==> src/rtl/mvau_wload_pkg.sv <==
// Shared types and helpers for the MVAU weight stream loader.
// Contents:
//   wload_state_t  - loader FSM state encoding (IDLE, LOAD, DONE)
//   pe_cnt_width() - width of the PE bank counter (at least 1 bit)
package mvau_wload_pkg;

  typedef enum logic [1:0] {
    IDLE = 2'd0,
    LOAD = 2'd1,
    DONE = 2'd2
  } wload_state_t;

  // A single bank still needs a 1-bit counter so that the port stays legal.
  function automatic int pe_cnt_width(input int pe);
    return (pe > 1) ? $clog2(pe) : 1;
  endfunction

endpackage

==> src/rtl/mvau_weight_bank_rw.sv <==
// One PE weight bank: simple dual-port RAM, DW bits x DEPTH words.
// The read is registered and read-first: a read and a write to the same
// address in one cycle return the old word.
// Ports:
//   clk    in   clock
//   rst_n  in   synchronous active-low reset (clears rdata only)
//   we     in   write enable
//   waddr  in   write address (AW bits)
//   wdata  in   write data (DW bits)
//   raddr  in   read address (AW bits)
//   rdata  out  registered read data (DW bits), 1-cycle latency
module mvau_weight_bank_rw #(
  parameter int DW    = 2,
  parameter int DEPTH = 4,
  parameter int AW    = 4
) (
  input  logic          clk,
  input  logic          rst_n,
  input  logic          we,
  input  logic [AW-1:0] waddr,
  input  logic [DW-1:0] wdata,
  input  logic [AW-1:0] raddr,
  output logic [DW-1:0] rdata
);

  localparam int IW = (DEPTH > 1) ? $clog2(DEPTH) : 1;
  localparam logic [AW:0] DEPTH_W = (AW + 1)'(DEPTH);

  (* ram_style = "auto" *) logic [DW-1:0] mem [0:DEPTH-1];

  // Addresses past the end of the bank are ignored on write and read as zero.
  logic wr_in_range;
  logic rd_in_range;
  assign wr_in_range = {1'b0, waddr} < DEPTH_W;
  assign rd_in_range = {1'b0, raddr} < DEPTH_W;

  // NOTE: the storage array has no reset so it can map onto block RAM;
  // only the output register is cleared.
  always_ff @(posedge clk) begin
    if (we && wr_in_range) begin
      mem[waddr[IW-1:0]] <= wdata;
    end
  end

  // NOTE: non-blocking assignment samples mem before this edge's write lands,
  // which is exactly what gives read-first behaviour.
  always_ff @(posedge clk) begin
    if (!rst_n) begin
      rdata <= '0;
    end else begin
      rdata <= rd_in_range ? mem[raddr[IW-1:0]] : '0;
    end
  end

endmodule

==> src/rtl/mvau_weight_stream_loader.sv <==
// Runtime-writable MVAU weight store. A weight image arrives over an
// AXI-Stream slave and is scattered PE-major across PE banks (word k goes to
// bank k mod PE, address k / PE). All banks share one registered read port.
// Ports:
//   aclk, aresetn   clock, synchronous active-low reset
//   cfg_start       pulse: begin a new load (ignored while loading)
//   s_axis_*        weight stream slave (tdata, tvalid, tready, tlast)
//   wmem_addr       read address common to all banks
//   wmem_out        read data, bank p at [p*SIMD*TW +: SIMD*TW], 1-cycle latency
//   load_done       high while the loader sits in DONE
//   weights_valid   last load completed with the correct length
//   len_err         sticky length error (tlast early or missing)
module mvau_weight_stream_loader
  import mvau_wload_pkg::*;
#(
  parameter int SIMD         = 2,
  parameter int TW           = 1,
  parameter int PE           = 2,
  parameter int WMEM_DEPTH   = 4,
  parameter int WMEM_ADDR_BW = 4
) (
  input  logic                       aclk,
  input  logic                       aresetn,
  input  logic                       cfg_start,
  input  logic [SIMD*TW-1:0]         s_axis_tdata,
  input  logic                       s_axis_tvalid,
  output logic                       s_axis_tready,
  input  logic                       s_axis_tlast,
  input  logic [WMEM_ADDR_BW-1:0]    wmem_addr,
  output logic [PE*SIMD*TW-1:0]      wmem_out,
  output logic                       load_done,
  output logic                       weights_valid,
  output logic                       len_err
);

  localparam int DW  = SIMD * TW;
  localparam int PCW = pe_cnt_width(PE);

  wload_state_t            state;
  logic [PCW-1:0]          pe_cnt;
  logic [WMEM_ADDR_BW-1:0] addr_cnt;
  logic                    hs;
  logic                    final_word;
  logic                    good_end;
  logic [PE-1:0]           bank_we;

  assign hs         = s_axis_tvalid & s_axis_tready;
  assign final_word = (addr_cnt == WMEM_ADDR_BW'(WMEM_DEPTH - 1)) &&
                      (pe_cnt == PCW'(PE - 1));
  assign good_end   = final_word & s_axis_tlast;

  // NOTE: every always_comb output gets a default first, so no latch is inferred.
  always_comb begin
    bank_we = '0;
    for (int p = 0; p < PE; p++) begin
      bank_we[p] = hs && (pe_cnt == PCW'(p));
    end
  end

  // Loader FSM; tready and the status flags are registered with the state.
  always_ff @(posedge aclk) begin
    if (!aresetn) begin
      state         <= IDLE;
      pe_cnt        <= '0;
      addr_cnt      <= '0;
      s_axis_tready <= 1'b0;
      load_done     <= 1'b0;
      weights_valid <= 1'b0;
      len_err       <= 1'b0;
    end else begin
      unique case (state)
        IDLE, DONE: begin
          if (cfg_start) begin
            state         <= LOAD;
            pe_cnt        <= '0;
            addr_cnt      <= '0;
            s_axis_tready <= 1'b1;
            load_done     <= 1'b0;
            weights_valid <= 1'b0;
            len_err       <= 1'b0;
          end
        end
        LOAD: begin
          if (hs) begin
            if (final_word || s_axis_tlast) begin
              // Counters freeze here; surplus words stay stalled upstream.
              state         <= DONE;
              s_axis_tready <= 1'b0;
              load_done     <= 1'b1;
              weights_valid <= good_end;
              len_err       <= ~good_end;
            end else if (pe_cnt == PCW'(PE - 1)) begin
              pe_cnt   <= '0;
              addr_cnt <= addr_cnt + 1'b1;
            end else begin
              pe_cnt <= pe_cnt + 1'b1;
            end
          end
        end
        default: state <= IDLE;
      endcase
    end
  end

  for (genvar p = 0; p < PE; p++) begin : g_bank
    mvau_weight_bank_rw #(
      .DW    (DW),
      .DEPTH (WMEM_DEPTH),
      .AW    (WMEM_ADDR_BW)
    ) u_bank (
      .clk   (aclk),
      .rst_n (aresetn),
      .we    (bank_we[p]),
      .waddr (addr_cnt),
      .wdata (s_axis_tdata),
      .raddr (wmem_addr),
      .rdata (wmem_out[p*DW +: DW])
    );
  end

endmodule
==> config.mk <==
export PLATFORM = sky130hd
export DESIGN_NAME = mvau_weight_stream_loader
export DESIGN_NICKNAME = d
export VERILOG_FILES = /design/src/rtl/mvau_wload_pkg.sv /design/src/rtl/mvau_weight_bank_rw.sv /design/src/rtl/mvau_weight_stream_loader.sv
export SDC_FILE = /design/constraint.sdc
export NUM_CORES = 1
export LEC_CHECK = 0
export CORE_UTILIZATION = 30
export DETAILED_ROUTE_END_ITERATION = 8
export SYNTH_ARGS = -nofsm -noshare
export SYNTH_HDL_FRONTEND = slang
export SYNTH_SLANG_ARGS = --single-unit
export TNS_END_PERCENT = 10
==> constraint.sdc <==
create_clock -name aclk -period 2.06 [get_ports aclk]
set_clock_uncertainty 0.1 [all_clocks]
set_input_delay 0.412 -clock aclk [delete_from_list [all_inputs] [get_ports aclk]]
set_output_delay 0.412 -clock aclk [all_outputs]
set_load 0.01 [all_outputs]
After elaboration in Yosys (flattened, before gate mapping). Memories as Yosys holds them, arrays and structs flattened. A register that Yosys moved wholly into a read port is not among the register bits. Cells that the tools add are included.

Memory bits (writable): 16. Word-level logic and storage cells: 72. Output and inout port bits: 8. Bits of input ports: 11. Memories kept: 2. Bits in registers: 11.

Reductions and logical operators: 16. Muxes and demuxes: 31. Equality and inequality tests: 8. Magnitude comparators: 2. $add $sub $neg: 2. Bitwise logic cells: 4.

Memories: g_bank[0].u_bank.mem (depth 4, bits a word 2, rd ports 1, clocked after memory_dff 1, write ports 1, RTL line mvau_weight_bank_rw.sv:29) `(* ram_style = "auto" *) logic [DW-1:0] mem [0:DEPTH-1];`; g_bank[1].u_bank.mem (depth 4, bits a word 2, rd ports 1, clocked after memory_dff 1, write ports 1, RTL line mvau_weight_bank_rw.sv:29).

Operators by type and width (number): $mux W1 (17); $mux W4 (4); $ne A2 B2 Y1 const B (5); $pmux W1 S2 (5); $lt A4 B3 Y1 const B (2); $pmux W4 S2 (1); $reduce_and A4 Y1 (2); $mux W2 (3); $logic_and A1 B1 Y1 (5); $reduce_and A5 Y1 (1); $add A4 B1 Y4 const B (1); $eq A4 B2 Y1 const B (1); $pmux W2 S2 (1); $reduce_and A3 Y1 (1); $and A1 B1 Y1 (2); $eq A2 B1 Y1 const B (1); $eq A2 B2 Y1 const B (1); $logic_not A1 Y1 (2); $logic_not A2 Y1 (1); $not A1 Y1 (2); $reduce_and A2 Y1 (1); $reduce_bool A2 Y1 (1); $reduce_or A2 Y1 (1); $add A1 B1 Y1 const B (1); $logic_or A1 B1 Y1 (1).

Longest topological paths before layout. Gate-level depths: netlist of run 1.

Depth after elaboration: 7. Gate-level depth with buffers: 5. Depth with buffers taken out: 5.

Hierarchy. Synthesis of run 1 repeated with hierarchy kept, for this count alone.

Cell total of the unflattened synthesis: 104. Area total of the unflattened synthesis: 1387.6 um2.

Modules (own cells, without submodules): mvau_weight_bank_rw (cells each 19, times used 2, sequential area each 280.3 um2, area each 417.9 um2); mvau_weight_stream_loader (cells each 66, times used 1, sequential area each 220.2 um2, area each 551.8 um2).

Worst setup path after synthesis of run 1. Ideal clock, no wire load.

Kind: reg-to-reg. Start: reg addr_cnt[0]. End: reg addr_cnt[3]. Cell stages (with the launch flop): 6. Setup slack: 0.334 ns. Arrival: 1.511 ns. Setup time: 0.115 ns. Path buffers: 0. Period minus slack after synthesis: 1.726 ns. Required time: 1.845 ns. Cells stage by stage: dfxtp_1 -> ha_1 -> and4bb_4 -> o41ai_1 -> a21boi_0 -> o21a_1.

Longest elaborated chain between the ends: 5. Elaborated cells on any way between the ends: 10. Classes of those cells: add/sub: 1; eq/ne: 2; mux: 4; reduce/logical: 3.

Ends and longest elaborated chain: from (decl) (RTL line mvau_weight_stream_loader.sv:41) `logic [WMEM_ADDR_BW-1:0] addr_cnt;`; from (signal assigned) (RTL line mvau_weight_stream_loader.sv:94) `addr_cnt <= addr_cnt + 1'b1;`; $add A4 B1 Y4 / $eq A4 B2 Y1 (equally long branches) (RTL line mvau_weight_stream_loader.sv:94, mvau_weight_stream_loader.sv:48); $mux W4 / $logic_and A1 B1 Y1 (equally long branches) (RTL line mvau_weight_stream_loader.sv:92, mvau_weight_stream_loader.sv:48); $mux W4 / $logic_or A1 B1 Y1 (equally long branches) (RTL line mvau_weight_stream_loader.sv:85) `if (final_word || s_axis_tlast) begin`; $mux W4 / $ne A2 B2 Y1 (equally long branches); $pmux W4 S2 / $reduce_and A5 Y1 (equally long branches).

Parallel ways exist; a longest one is shown, timed or not. The select of a mux whose other input is x is not followed. A chain may end at the register's enable or synchronous reset.

Worst setup path in the final report of run 1.
Start: in s_axis_tvalid. End: mem g_bank[1].u_bank.mem[0][0], enable pin.

Longest elaborated chain between the ends: 5.

Ends and longest elaborated chain: from (decl) (RTL line mvau_weight_stream_loader.sv:26) `input logic s_axis_tvalid,`; $and A1 B1 Y1 (RTL line mvau_weight_stream_loader.sv:47) `assign hs = s_axis_tvalid & s_axis_tready;`; $logic_and A1 B1 Y1 (RTL line mvau_weight_stream_loader.sv:56) `bank_we[p] = hs && (pe_cnt == PCW'(p));`; $logic_and A1 B1 Y1 (RTL line mvau_weight_bank_rw.sv:40) `if (we && wr_in_range) begin`; $mux W1 (RTL line mvau_weight_bank_rw.sv:40); $mux W1 (not written as such) (RTL line mvau_weight_bank_rw.sv:41) `mem[waddr[IW-1:0]] <= wdata;`; to (decl) (RTL line mvau_weight_bank_rw.sv:29).

No other way between the ends.

==> results of run 1 <==
## sequential cells by signal, summed over array words and instances, names as in the netlist
name                 count
state                    2
len_err                  1
s_axis_tready            1
g_bank.u_bank.rdata      4
g_bank.u_bank.mem       16
addr_cnt                 4
pe_cnt                   1
weights_valid            1
load_done                1
## metal layers
layer / wire, um / vias to the layer above
li1: - / 454
met1: 1120 / 434
met2: 1180 / 24
met3: 134 / 3
met4: 24 / 0
met5: 0 / -
## metrics by stage
| stage | cell area (um^2) | TNS, ns |
|---|---|---|
| floorplan | 1310 | 0 |
| global placement | 1590 | -0.589 |
| detailed placement | 1590 | -1.10 |
| CTS | 1680 | 0 |
| global route | 1680 | 0 |
| finish | 1680 | 0 |
## how the worst max path moves through the flow
stage,startpoint,to,slack (ns),cells past startpoint
floorplan,addr_cnt[0]$_SDFFE_PN0P_,addr_cnt[3]$_SDFFE_PN0P_,0.33,5
global placement,s_axis_tvalid,g_bank[1].u_bank.mem[0][0]$_DFFE_PP_,-0.1,4
detailed placement,s_axis_tvalid,g_bank[1].u_bank.mem[1][0]$_DFFE_PP_,-0.14,4
CTS,s_axis_tvalid,g_bank[1].u_bank.mem[1][0]$_DFFE_PP_,0.17,4
global route,s_axis_tvalid,g_bank[1].u_bank.mem[1][0]$_DFFE_PP_,0.05,4
finish,s_axis_tvalid,g_bank[1].u_bank.mem[0][0]$_DFFE_PP_,0.16,4
## power groups by stage
stage                     clock (uW)  combinational (uW)  sequential (uW)
after floorplan                    0                32.5              677
after global placement             0                86.8              675
after detailed placement           0                88.7              675
after CTS                        470                89.3              662
after global routing             499                98.2              663
final                            448                88.8              662
## logic make-up after synthesis
group	count (synthesis)
multiplexers	4
buffers and inverters	8
adder cells (fa/ha/maj)	4
AO/OA/AOI/OAI	18
flip-flops	31
AND/OR/NAND/NOR	42
## layout by cell type (no fill, tap or decap), drive strengths merged
cell type / instances
and4b: 1
clkinv: 2
clkdlybuf4s50: 18
or3b: 1
and2: 4
a21boi: 7
nand3: 4
nor2: 5
o22ai: 1
o21a: 2
nor3: 2
buf: 6
a31oi: 1
nor2b: 2
or4: 2
inv: 6
nand2: 10
nand4: 1
and3: 4
and4bb: 1
clkbuf: 6
ha: 4
o41ai: 1
dfxtp: 15
a21oi: 2
mux4: 4
edfxtp: 16
nor4: 2
o21ai: 4
nand4b: 1
nand2b: 2
## cell usage after synthesis
cell       n  area (um^2)
clkbuf_1   2         7.51
nand4b_1   1         8.76
o21ai_0    4         20.0
and3_1     4         25.0
or4_4      1         11.3
ha_1       4         50.1
and4b_1    1         10.0
nor2_1     5         18.8
nor2b_1    2         12.5
nor3_1     2         10.0
o41ai_1    1         8.76
and2_1     4         25.0
o22ai_1    1         6.26
dfxtp_1   15          300
a31oi_1    1         6.26
or4_2      1         8.76
edfxtp_1  16          480
nand2_1   10         37.5
o21a_1     2         15.0
inv_1      6         22.5
and4bb_4   1         16.3
or3b_2     1         8.76
nand4_1    1         6.26
a21oi_1    2         10.0
a21boi_0   7         52.6
nand2b_1   2         12.5
mux4_2     4         90.1
nand3_1    4         20.0
nor4_1     2         12.5
## worst max-delay path: cells and delay by family
| family | cells | cell delay, ns |
|---|---|---|
| simple gates | 3 | 0.85 |
| buf+inv | 1 | 0.52 |
## cell type report
class	count	area [um^2]	area share, %
Multi-Input combinational cell	68	503	30.0
Inverter	6	22.5	1.34
Tap cell	50	62.6	3.73
Clock inverter	2	8.76	0.523
Clock buffer	6	72.6	4.33
Timing Repair Buffer	24	225	13.4
Sequential cell	31	781	46.6
==> flow_summary.yaml, run 1 <==
run_status:
  outcome: "completed"
power_and_ir_drop:
  seq_power_share_pct: 55.2
  clkPwrFrac_pct: 37.4
  powerDensity_nw_per_um2: 716
  p_sw_share_pct: 21.9
  p_comb_share_pct: 7.4
  irDropWorstVdd_uv: 357
  total_power_uw: 1200
  p_int_uw: 937
  p_leak_uw: 0.000590
  switching_power_uw: 262
logic_synthesis:
  ys_seq_elements: 31
  yosysSeqAreaShare_pct: 59.4
  yosys.area_share.simple_pct: 18.6
  syn_avg_cell_area_um2: 12.3
  yosysUniqueCellTypes: 29
  synth-compound-area-share_pct: 9.05
  synth_top_family_by_area: "simple AND/OR/NAND/NOR gates"
  synth-adder-area-share_pct: 3.81
  synth-xor-area-share_pct: 0
  synth.area.mux_share_pct: 6.86
  synthCells: 107
  synth_fp_nets: 122
  yosys_warnings: 0
  syn_area_um2: 1310
final_layout:
  syn2layout_area_growth_pct: 27.5
  fin_cells: 187
  fin_nets: 151
  drive_gt1_share_pct: 14.6
  diodes: 0
  fin_util_pct: 40.7
  n_fill_cell: 395
grt:
  met3_usage_pct: 6.00
  grt_pass1_vias: 923
  grt_pass1_wl_mm: 4.13
  grtUsageMet2_pct: 21.2
  overflow: 0
  antenna_found_initial: 0
  busiest_layer: "met2"
  grt_usage_pct: 12.9
  grt.met1_usage_pct: 14.1
  grt_max_degree: 11
placed_design:
  place_congestion: 0.861
  placed_cells: 179
  io_buffers: 18
  hpwl_mm: 1.84
  post-place-ws_ns: -0.144
critical_path:
  crit_path_max_fanout: 4
  max_stage_delay_ns: 0.57
  reg2regPathDepth: 3
  crit_chain: "clkdlybuf4s50_1 > nand2_1 > or4_2 > nor2_1"
  cp_data_arrival_time_ns: 1.78
  required_ns: 1.94
  cp-start-kind: "input pin"
  ff2ff_setup_slack_ns: 0.23
  crit_path_end_kind: "flip-flop"
  path_class: "input pin to flip-flop"
  r2r_end: "g_bank[1].u_bank.mem[0][0]$_DFFE_PP_"
  rr_startpoint: "pe_cnt$_SDFFE_PN0P_"
  slowest_stage: "or4_2"
sta:
  fin_crit_ns: 1.90
  setup_ws_ns: 0.157
  final-hold-violation-count: 0
  slew_violations: 0
  worst_pin_slew_ns: 0.434
  whs_ns: 0.360
  slew-limit-headroom_pct: 70.8
  setup_viol: 0
  fmax_mhz: 526
  rsz0062_at_grt: "false"
  post-route-period-util_pct: 92.4
floorplanning:
  die_h_um: 68.2
  core_um2: 4120
  row_count: 23
  die_area_um2: 4650
  io_pins: 19
  die_x_um: 68.2
  start_util_pct: 31.9
clock_tree:
  post_cts_buffers: 0
  cts_buffers: 5
  clk_pin_slew_ns: 0.06
  postCtsHoldBufs: 0
  cts_buffer_depth: 2
  cts_max_level: 2
  insertion_delay_ns: 0.28
  cts_resized: 0
  root_buffer: "clkbuf_8"
  cts_tree: "built"
  clock_sinks: 31
hold_path:
  worstHoldStart: "len_err$_SDFFE_PN0P_"
  hold_path_class: "flip-flop to flip-flop"
  min_to: "len_err$_SDFFE_PN0P_"
  whs_path_depth: 2
routing:
  firstDrtPassIters: 4
  wire_per_inst_um: 13.2
  drt_iter0_drc: 26
  wl_mm: 2.46
  viasPerCell: 4.89
  postRouteAntennaNets: 0
  num_vias: 915
  drc: 0
job:
  maxCapViolations: 0
No activity file was read; power rests on OpenSTA's default activity.
==> inputs of run 2 (changes only) <==
CELL_PAD_IN_SITES_DETAIL_PLACEMENT = 0   (was unset)
CELL_PAD_IN_SITES_GLOBAL_PLACEMENT = 2   (was unset)
PLACE_DENSITY_LB_ADDON = 0.08   (was unset)
REMOVE_ABC_BUFFERS = 1   (was unset)
==> flow_summary.yaml, run 2 (same netlist as run 1, synthesis figures left out) <==
grt:
  overflow: 0
  grt_usage_pct: 13.2
  grt_pass1_vias: 916
  grt_pass1_wl_mm: 4.26
  antenna_found_initial: 0
  grt_max_degree: 11
routing:
  wire_per_inst_um: 13.6
  drc: 0
  num_vias: 917
  wl_mm: 2.60
  postRouteAntennaNets: 0
  firstDrtPassIters: 4
  viasPerCell: 4.80
  drt_iter0_drc: 34
placed_design:
  io_buffers: 18
  hpwl_mm: 2.06
  placed_area_um2: 1620
  post-place-ws_ns: -0.154
  place_congestion: 0.766
final_layout:
  drive_gt1_share_pct: 17.0
  diodes: 0
  layout_commonest_cell: "clkdlybuf4s50_1"
  seq_area_um2: 781
  largest_reg_flops: 16
  syn2layout_area_growth_pct: 30.0
  n_fill_cell: 396
  final_cell_mix: "clkdlybuf4s50_1, edfxtp_1, dfxtp_1"
  design_area_um2: 1710
  multi_input_area_um2: 503
  fin_nets: 155
critical_path:
  path_class: "input pin to flip-flop"
  max_stage_delay_ns: 0.58
  crit_path_max_fanout: 3
  cp_data_arrival_time_ns: 1.78
  slowest_stage: "or4_2"
  crit_path_end_kind: "flip-flop"
  cp-start-kind: "input pin"
  crit_chain: "clkdlybuf4s50_1 > nand2_1 > or4_2 > nor2_1"
  required_ns: 1.93
  critPathBufInv: 1
  critPathTopFamily: "simple AND/OR/NAND/NOR gates"
sta:
  rsz0062_at_grt: "false"
  post-route-period-util_pct: 92.7
  setup_ws_ns: 0.151
  setup_viol: 0
  fin_crit_ns: 1.91
  worst_pin_slew_ns: 0.449
  slew_violations: 0
  final-hold-violation-count: 0
  fmax_mhz: 524
  slew-limit-headroom_pct: 69.8
power_and_ir_drop:
  p_leak_uw: 0.000607
  irDropWorstVdd_uv: 241
  powerDensity_nw_per_um2: 705
  total_power_uw: 1200
job:
  maxCapViolations: 0
clock_tree:
  clock_sinks: 31
  postCtsHoldBufs: 0
  cts_buffer_depth: 2
  post_cts_buffers: 0
  clk_pin_slew_ns: 0.06
  cts_buffers: 5
  insertion_delay_ns: 0.28
  cts_max_level: 2
  root_buffer: "clkbuf_8"
  cts_resized: 0
  cts_tree: "built"
floorplanning:
  die_x_um: 68.2
  io_pins: 19
  die_area_um2: 4650
  die_h_um: 68.2
  core_um2: 4120
  start_util_pct: 31.9
  row_count: 23
hold_path:
  hold_path_class: "flip-flop to flip-flop"
run_status:
  outcome: "completed"
## run 2: changes by cell type in the layout (fill, tap and decap cells not counted)
cell	delta
clkinv_1	+1
clkinvlp_4	+1
buf_4	+4
clkinv_2	-1
clkbuf_1	-1
## run 2: worst reg2reg max path, stage by stage, from the launching register on
cell      delay [ns]
dfxtp_1         0.35
ha_1            0.26
and4bb_4        0.24
or4_4           0.50
nor3_1          0.19
o21a_1          0.12
## run 2: per-layer routing
metal	part of all wire (%)	GRT usage [%]	wire length, um
met2	47	20.0	1230
met4	1.3	6.25	34
met1	47	16.3	1230
met5	0	0	0
met3	4.2	5.00	109
## run 2: worst paths after layout
path,startpoint,end,slack [ns],depth (start not counted)
worst max-delay path,s_axis_tvalid,g_bank[1].u_bank.mem[1][1]$_DFFE_PP_,0.15,4
worst min-delay path,len_err$_SDFFE_PN0P_,len_err$_SDFFE_PN0P_,0.35,2
worst max register to register,addr_cnt[0]$_SDFFE_PN0P_,addr_cnt[3]$_SDFFE_PN0P_,0.25,5
worst min register to register,len_err$_SDFFE_PN0P_,len_err$_SDFFE_PN0P_,0.35,2
## run 2: power by group
part           internal [uW]  total [uW]  switching [uW]
sequential               657         662            5.31
combinational           52.0        92.4            40.5
clock                    229         451             222
total                    937        1200             267
## run 2: final cells by class
class / count / area share (%)
Inverter: 6 / 1.32
Sequential cell: 31 / 45.7
Timing Repair Buffer: 28 / 14.9
Multi-Input combinational cell: 68 / 29.5
Clock buffer: 5 / 4.03
Tap cell: 50 / 3.66
Clock inverter: 3 / 0.879
## run 2: metrics by stage
| stage | std cells | TNS (ns) | utilization, % | hold WS [ns] |
|---|---|---|---|---|
| floorplan | 105 | 0 | - | 0.365 |
| global placement | 183 | -1.29 | 39.5 | 0.343 |
| detailed placement | 183 | -1.58 | 39.5 | 0.349 |
| CTS | 191 | 0 | 41.5 | 0.361 |
| global route | 191 | 0 | 41.5 | 0.401 |
| finish | 191 | 0 | 41.5 | 0.355 |
